`config.mk`:
```
export PLATFORM = sky130hd
export DESIGN_NAME = ifu_fetch
export DESIGN_NICKNAME = d
export VERILOG_FILES = /design/src/rtl/ifu_fetch.sv
export SDC_FILE = /design/constraint.sdc
export NUM_CORES = 1
export LEC_CHECK = 0
export CAP_MARGIN = 25
export CELL_PAD_IN_SITES_DETAIL_PLACEMENT = 1
export CELL_PAD_IN_SITES_GLOBAL_PLACEMENT = 1
export CORE_MARGIN = 8
export CORE_UTILIZATION = 25
export DETAILED_ROUTE_END_ITERATION = 10
export PLACE_DENSITY = 0.65
export RECOVER_POWER = 100
export SLEW_MARGIN = 5
export SYNTH_ARGS = -nofsm -noshare
export SYNTH_HDL_FRONTEND = slang
export SYNTH_SLANG_ARGS = --single-unit
```
`constraint.sdc`:
```
create_clock -name clk -period 2.2 [get_ports clk]
set_clock_uncertainty 0.15 [all_clocks]
set_input_delay 0.33 -clock clk [delete_from_list [all_inputs] [get_ports clk]]
set_output_delay 0.33 -clock clk [all_outputs]
set_load 0.05 [all_outputs]
```
`src/rtl/ifu_fetch.sv`:
```
// ifu_fetch: single-outstanding instruction fetch unit feeding the decode stage.
// Rev 1.0 - initial release.
`default_nettype none

module ifu_fetch #(
  parameter logic [31:0] RESET_PC = 32'h8000_0000
) (
  input  logic        clk,
  input  logic        rst_n,
  output logic        imem_req_valid,
  input  logic        imem_req_ready,
  output logic [31:0] imem_addr,
  input  logic        imem_resp_valid,
  input  logic [31:0] imem_resp_data,
  input  logic        imem_resp_err,
  output logic [31:0] inst,
  output logic [31:0] pc,
  output logic        IDU_en,
  input  logic        pc_upd_valid,
  input  logic [31:0] dnpc,
  input  logic        halt,
  output logic        fetch_err,
  output logic [31:0] fetch_cnt
);

  typedef enum logic [1:0] {
    S_REQ  = 2'd0,
    S_WAIT = 2'd1,
    S_EXEC = 2'd2,
    S_HALT = 2'd3
  } state_t;

  state_t state;

  // Request valid is a pure decode of the state register, so it is high in
  // the very first cycle after reset release.
  assign imem_req_valid = (state == S_REQ);
  assign imem_addr      = pc;

  always_ff @(posedge clk or negedge rst_n) begin
    if (!rst_n) begin
      state     <= S_REQ;
      pc        <= RESET_PC;
      inst      <= 32'h0;
      IDU_en    <= 1'b0;
      fetch_err <= 1'b0;
      fetch_cnt <= 32'h0;
    end else begin
      IDU_en <= 1'b0;
      case (state)
        S_REQ: begin
          if (imem_req_ready) state <= S_WAIT;
        end
        S_WAIT: begin
          if (imem_resp_valid) begin
            if (imem_resp_err) begin
              fetch_err <= 1'b1;
              state     <= S_HALT;
            end else begin
              inst      <= imem_resp_data;
              IDU_en    <= 1'b1;
              fetch_cnt <= fetch_cnt + 32'd1;
              state     <= S_EXEC;
            end
          end
        end
        S_EXEC: begin
          // halt takes priority over any PC update in the same cycle
          if (halt) begin
            state <= S_HALT;
          end else if (pc_upd_valid) begin
            if (dnpc[1:0] == 2'b00) begin
              pc    <= dnpc;
              state <= S_REQ;
            end else begin
              fetch_err <= 1'b1;
              state     <= S_HALT;
            end
          end
        end
        S_HALT: begin
          state <= S_HALT;
        end
        default: begin
          state <= S_HALT;
        end
      endcase
    end
  end

endmodule

`default_nettype wire
```
==> Word level (Yosys, flattened, before mapping) <==
Cells that the tools add are included.
{ "word_totals": {"regBits": 100, "wordCells": 42} }
{ "classes": {"n_reduce_logical": 7, "n_bitwise": 2, "n_eq_ne": 10, "addsub": 1, "mux": 16} }
{ "ops": {"columns": ["op", "n"], "rows": [
  ["adder 32 x 1 -> 32 bit (second input constant)", 1],
  ["two-way mux 2 bit", 5],
  ["!= test 2 bit (second input constant)", 5],
  ["two-way mux 1 bit", 9],
  ["one-hot mux 2 bit (4 select lines)", 1],
  ["AND reduction 3 bit", 2],
  ["AND reduction 6 bit", 1],
  ["== test 2 bit (second input constant)", 2],
  ["logical NOT 2 bit", 2],
  ["AND reduction 4 bit", 1],
  ["!= test 3 bit (second input constant)", 1],
  ["== test 2 x 1 -> 1 bit (second input constant)", 1],
  ["!= test 2 x 1 -> 1 bit (second input constant)", 1],
  ["inverter 1 bit", 2],
  ["one-hot mux 1 bit (2 select lines)", 1],
  ["nonzero test 2 bit", 1]
]} }

==> Longest topological paths before layout <==
Gate-level depths: netlist of the first run.
{ "logic_depth": {"depth_word": 5, "mapped_depth": 7} }

==> Worst setup path before layout of the first run <==
Ideal clock, no wire load.
{ "synth_path": {"path_type": "register -> register", "startpoint": "register fetch_cnt[8]", "endpoint": "register fetch_cnt[24]", "setup_ns": 0.082, "path_slack_ns": -0.039, "arrival_time_ns": 2.007, "stages_incl_launch_ff": 6, "period_less_slack_ns": 2.239, "path_buffers": 1, "cell_sequence": "dfrtp_1 -> nand4_2 -> or4_1 -> buf_6 -> nor4_2 -> xor2_1"} }
{ "synth_via": {"elab_chain_len": 1} }
{ "synth_lines": {"columns": ["element", "line", "source"], "rows": [
  ["start, declared", "23", "output logic [31:0] fetch_cnt"],
  ["start signal, assigned", "62", "fetch_cnt <= fetch_cnt + 32'd1;"],
  ["adder 32 x 1 -> 32 bit", "62", null]
]} }
No other way between the ends.
A chain may end at the register's enable or synchronous reset.

==> Worst setup path after layout of the first run <==
{ "layout_path": {"startpoint": "register fetch_cnt[21]", "endpoint": "output port fetch_cnt[21]"} }
No word-level cell between the ends.

==> impl_metrics.yaml, run 1 <==
route:
  routed_wirelength_um: 13000
  via_count: 3195
  ant_nets: 0
  avgViaCountPerCell: 4.31
  drc: 0
  wire_per_inst_um: 17.6
  dr.pass1.iters: 4
  drt_iter0_markers: 48
job:
  drv_cap: 0
power_and_ir_drop:
  pwr-share-seq_pct: 42.9
  irDropWorstVdd_mv: 0.317
  power.density_nw_per_um2: 698
  p_comb_share_pct: 21.0
  internal_power_uw: 3310
  sw_frac_of_total_pct: 29.6
  p_switching_uw: 1390
  power_frac_clock_pct: 36.0
  power.leakage_uw: 0.00325
sta:
  worstMarginPinSlew_ps: 978
  drv_slew: 0
  whs_ps: 342
  setup_slack_ps: 42.2
  rsz0062_at_grt: "false"
  timing_hold_violations_final: 0
  period_share_pct: 98.1
  fin_crit_ps: 2160
  setup_viol: 0
  fmax_ghz: 0.463
  setup_tns_ps: 0
  slew_headroom_pct: 34.8
setup_path:
  crit_type: "flop to output pin"
  required_ps: 1720
  worstReg2RegStart: "fetch_cnt[9]"
  worst-path-buf-inv: 1
  crit_arrival_ps: 1680
  reg2reg_depth: 5
  crit_chain: "clkdlybuf4s50_1"
  cp_slowest_cell: "clkdlybuf4s50_1"
  path_delay_family: "buffers and inverters"
  critPathCaptureType: "output pin"
  worst_setup_path_start_kind: "flop"
  r2r-end: "fetch_cnt[31]"
  slowest_delay_ps: 860
  r2r_slack_ps: 150
  crit_fanout: 6
placed_design:
  dpl_cell_area_um2: 6480
  port_buffers: 201
  dp.cells: 725
  dp_slack_ps: -201
  place_congestion: 0.739
  dpl.hpwl_um: 10300
finish:
  fin_cells: 741
  antennaDiodeCount: 0
  layout.nets: 584
  drive_gt1_share_pct: 21.9
  syn_to_final_growth_pct: 56.4
  design_area_um2: 6720
grt:
  antenna_found_initial: 0
  grt_max_degree: 40
  grt_usage_pct: 12.4
  grt_pass1_wl_um: 21300
  grt_pass1_vias: 3617
  gr-total-overflow: 0
synthesis:
  yosys.area.top_type_share_pct: 57.7
  synth.cell_area_um2: 4300
  avgSynthCellArea_um2: 13.2
  synthTopCellsByArea: "dfrtp_1, mux2_2, buf_4, xor2_1, xnor2_1"
  async_reset_ff_share_pct: 100
  yosys.area.top_type: "dfrtp_1"
  yosysWarnings: 0
  synth_edf_count: 0
  syn-num-nets: 397
  ys_seq_area_share_pct: 58.3
  synth-seq-cells: 100
  synth_ff_type: "dfrtp_1"
  yosysUniqueCellTypes: 30
  synth_cells: 325
  netlist_top_cells_count: "dfrtp_1, mux2_2, buf_4, xor2_1"
  synth_most_common_cell: "dfrtp_1"
hold_path:
  hp-start: "fetch_cnt[31]"
  hold_path.class: "flop to flop"
  whs_endpoint: "fetch_cnt[31]"
  min_path_cells: 1
cts:
  cts.sinks: 100
  ctsRootBufferMaster: "clkbuf_16"
  cts_buffer_depth: 2
  cts_tree: "built"
  cts_made_buffers: 9
  insertion_delay_ps: 340
  clk_pin_slew_ps: 70
  htreeDepth: 3
  cts_setup_buffers: 0
die:
  io_pins: 202
  die_height_um: 147
  initial_core_util_pct: 25.2
  core_area_um2: 17100
  rows: 48
  die_area_um2: 21600
  die_w_um: 147
outcome:
  status: "finished, final reports clean"
-- what timing repair did --
action	in CTS	in global routing
gates resized for setup	0	3
endpoints found under the hold margin	32	0
setup endpoints to repair	0	3
hold buffers	1	0
-- worst max-delay path by stage --
stage,start,slack [ps],cells after the start,end
4_1_cts,imem_addr[31],4,1,imem_addr[31]
6_report,fetch_cnt[21],40,1,fetch_cnt[21]
3_5_place_dp,imem_resp_valid,-200,7,fetch_cnt[18]
3_3_place_gp,imem_resp_valid,-170,7,fetch_cnt[18]
2_1_floorplan,fetch_cnt[7],50,5,fetch_cnt[29]
5_1_grt,fetch_cnt[21],5,1,fetch_cnt[21]
-- per-layer routing --
layer	vias up	part of all wire (%)	track usage, %
li1	1456	-	-
met1	1615	39	13.6
met2	108	52	21.6
met3	16	7.4	4.21
met4	0	1.6	4.90
met5	-	0	0
-- cells by family after synthesis --
group | Yosys count | share of synthesized area [%]
adder cells (fa/ha/maj) | 1 | 0.291
XOR/XNOR | 31 | 6.32
AO/OA/AOI/OAI | 5 | 0.699
multiplexers | 63 | 16.5
buffers and inverters | 49 | 7.45
flip-flops | 100 | 58.3
AND/OR/NAND/NOR | 76 | 10.5
-- cells in the final DEF, fill, tap and decap left out, types with 3 or more instances in the layout --
cell type,instances
clkbuf_1,8
clkbuf_2,7
nand2_1,12
dlygate4sd3_1,101
nor4_2,5
nor2_1,13
nand3_1,6
or2_2,3
dfrtp_2,4
clkbuf_16,9
mux2_2,63
nor3_1,9
and2_1,3
xor2_1,17
dfrtp_1,95
clkdlybuf4s50_1,92
xnor2_1,14
buf_4,9
inv_1,4
nand4_1,14
-- per-stage QoR --
step / utilization, % / power [uW]
floorplan: - / 2630
global placement: 38.0 / 3080
detailed placement: 38.0 / 3100
CTS: 39.9 / 4830
global route: 39.4 / 4880
finish: 39.4 / 4690
-- power groups by stage --
stage / Sequential [uW] / Combinational [uW] / Clock (uW)
2_1_floorplan: 2460 / 177 / 0
3_3_place_gp: 2050 / 1030 / 0
3_5_place_dp: 2060 / 1050 / 0
4_1_cts: 2020 / 1050 / 1760
5_1_grt: 2030 / 1030 / 1820
6_report: 2010 / 987 / 1690
-- area by class of cell --
type	instances	area, um2
clock buffer	9	225
inverter	4	15.0
sequential	100	2510
tap	225	282
clock inverter	6	90.1
multi-input combinational	176	1480
fill	1813	10300
timing repair buffer	221	2120
-- flip-flops by register name (all words and copies together), names as in the netlist --
register   cells
imem_addr     32
inst          32
IDU_en         1
fetch_err      1
state          2
fetch_cnt     32
Note: power is estimated with default switching activity, not from simulation.
==> inputs of run 2 (changes only) <==
--- a/config.mk
+++ b/config.mk
@@ -5,12 +5,13 @@
 export SDC_FILE = /design/constraint.sdc
 export NUM_CORES = 1
 export LEC_CHECK = 0
-export CAP_MARGIN = 25
+export CAP_MARGIN = 40
 export CELL_PAD_IN_SITES_DETAIL_PLACEMENT = 1
 export CELL_PAD_IN_SITES_GLOBAL_PLACEMENT = 1
 export CORE_MARGIN = 8
 export CORE_UTILIZATION = 25
 export DETAILED_ROUTE_END_ITERATION = 10
+export GPL_ROUTABILITY_DRIVEN = 0
 export PLACE_DENSITY = 0.65
 export RECOVER_POWER = 100
 export SLEW_MARGIN = 5
==> results of run 2 <==
Final layout, timing and power as in run 1 (identical DEF).
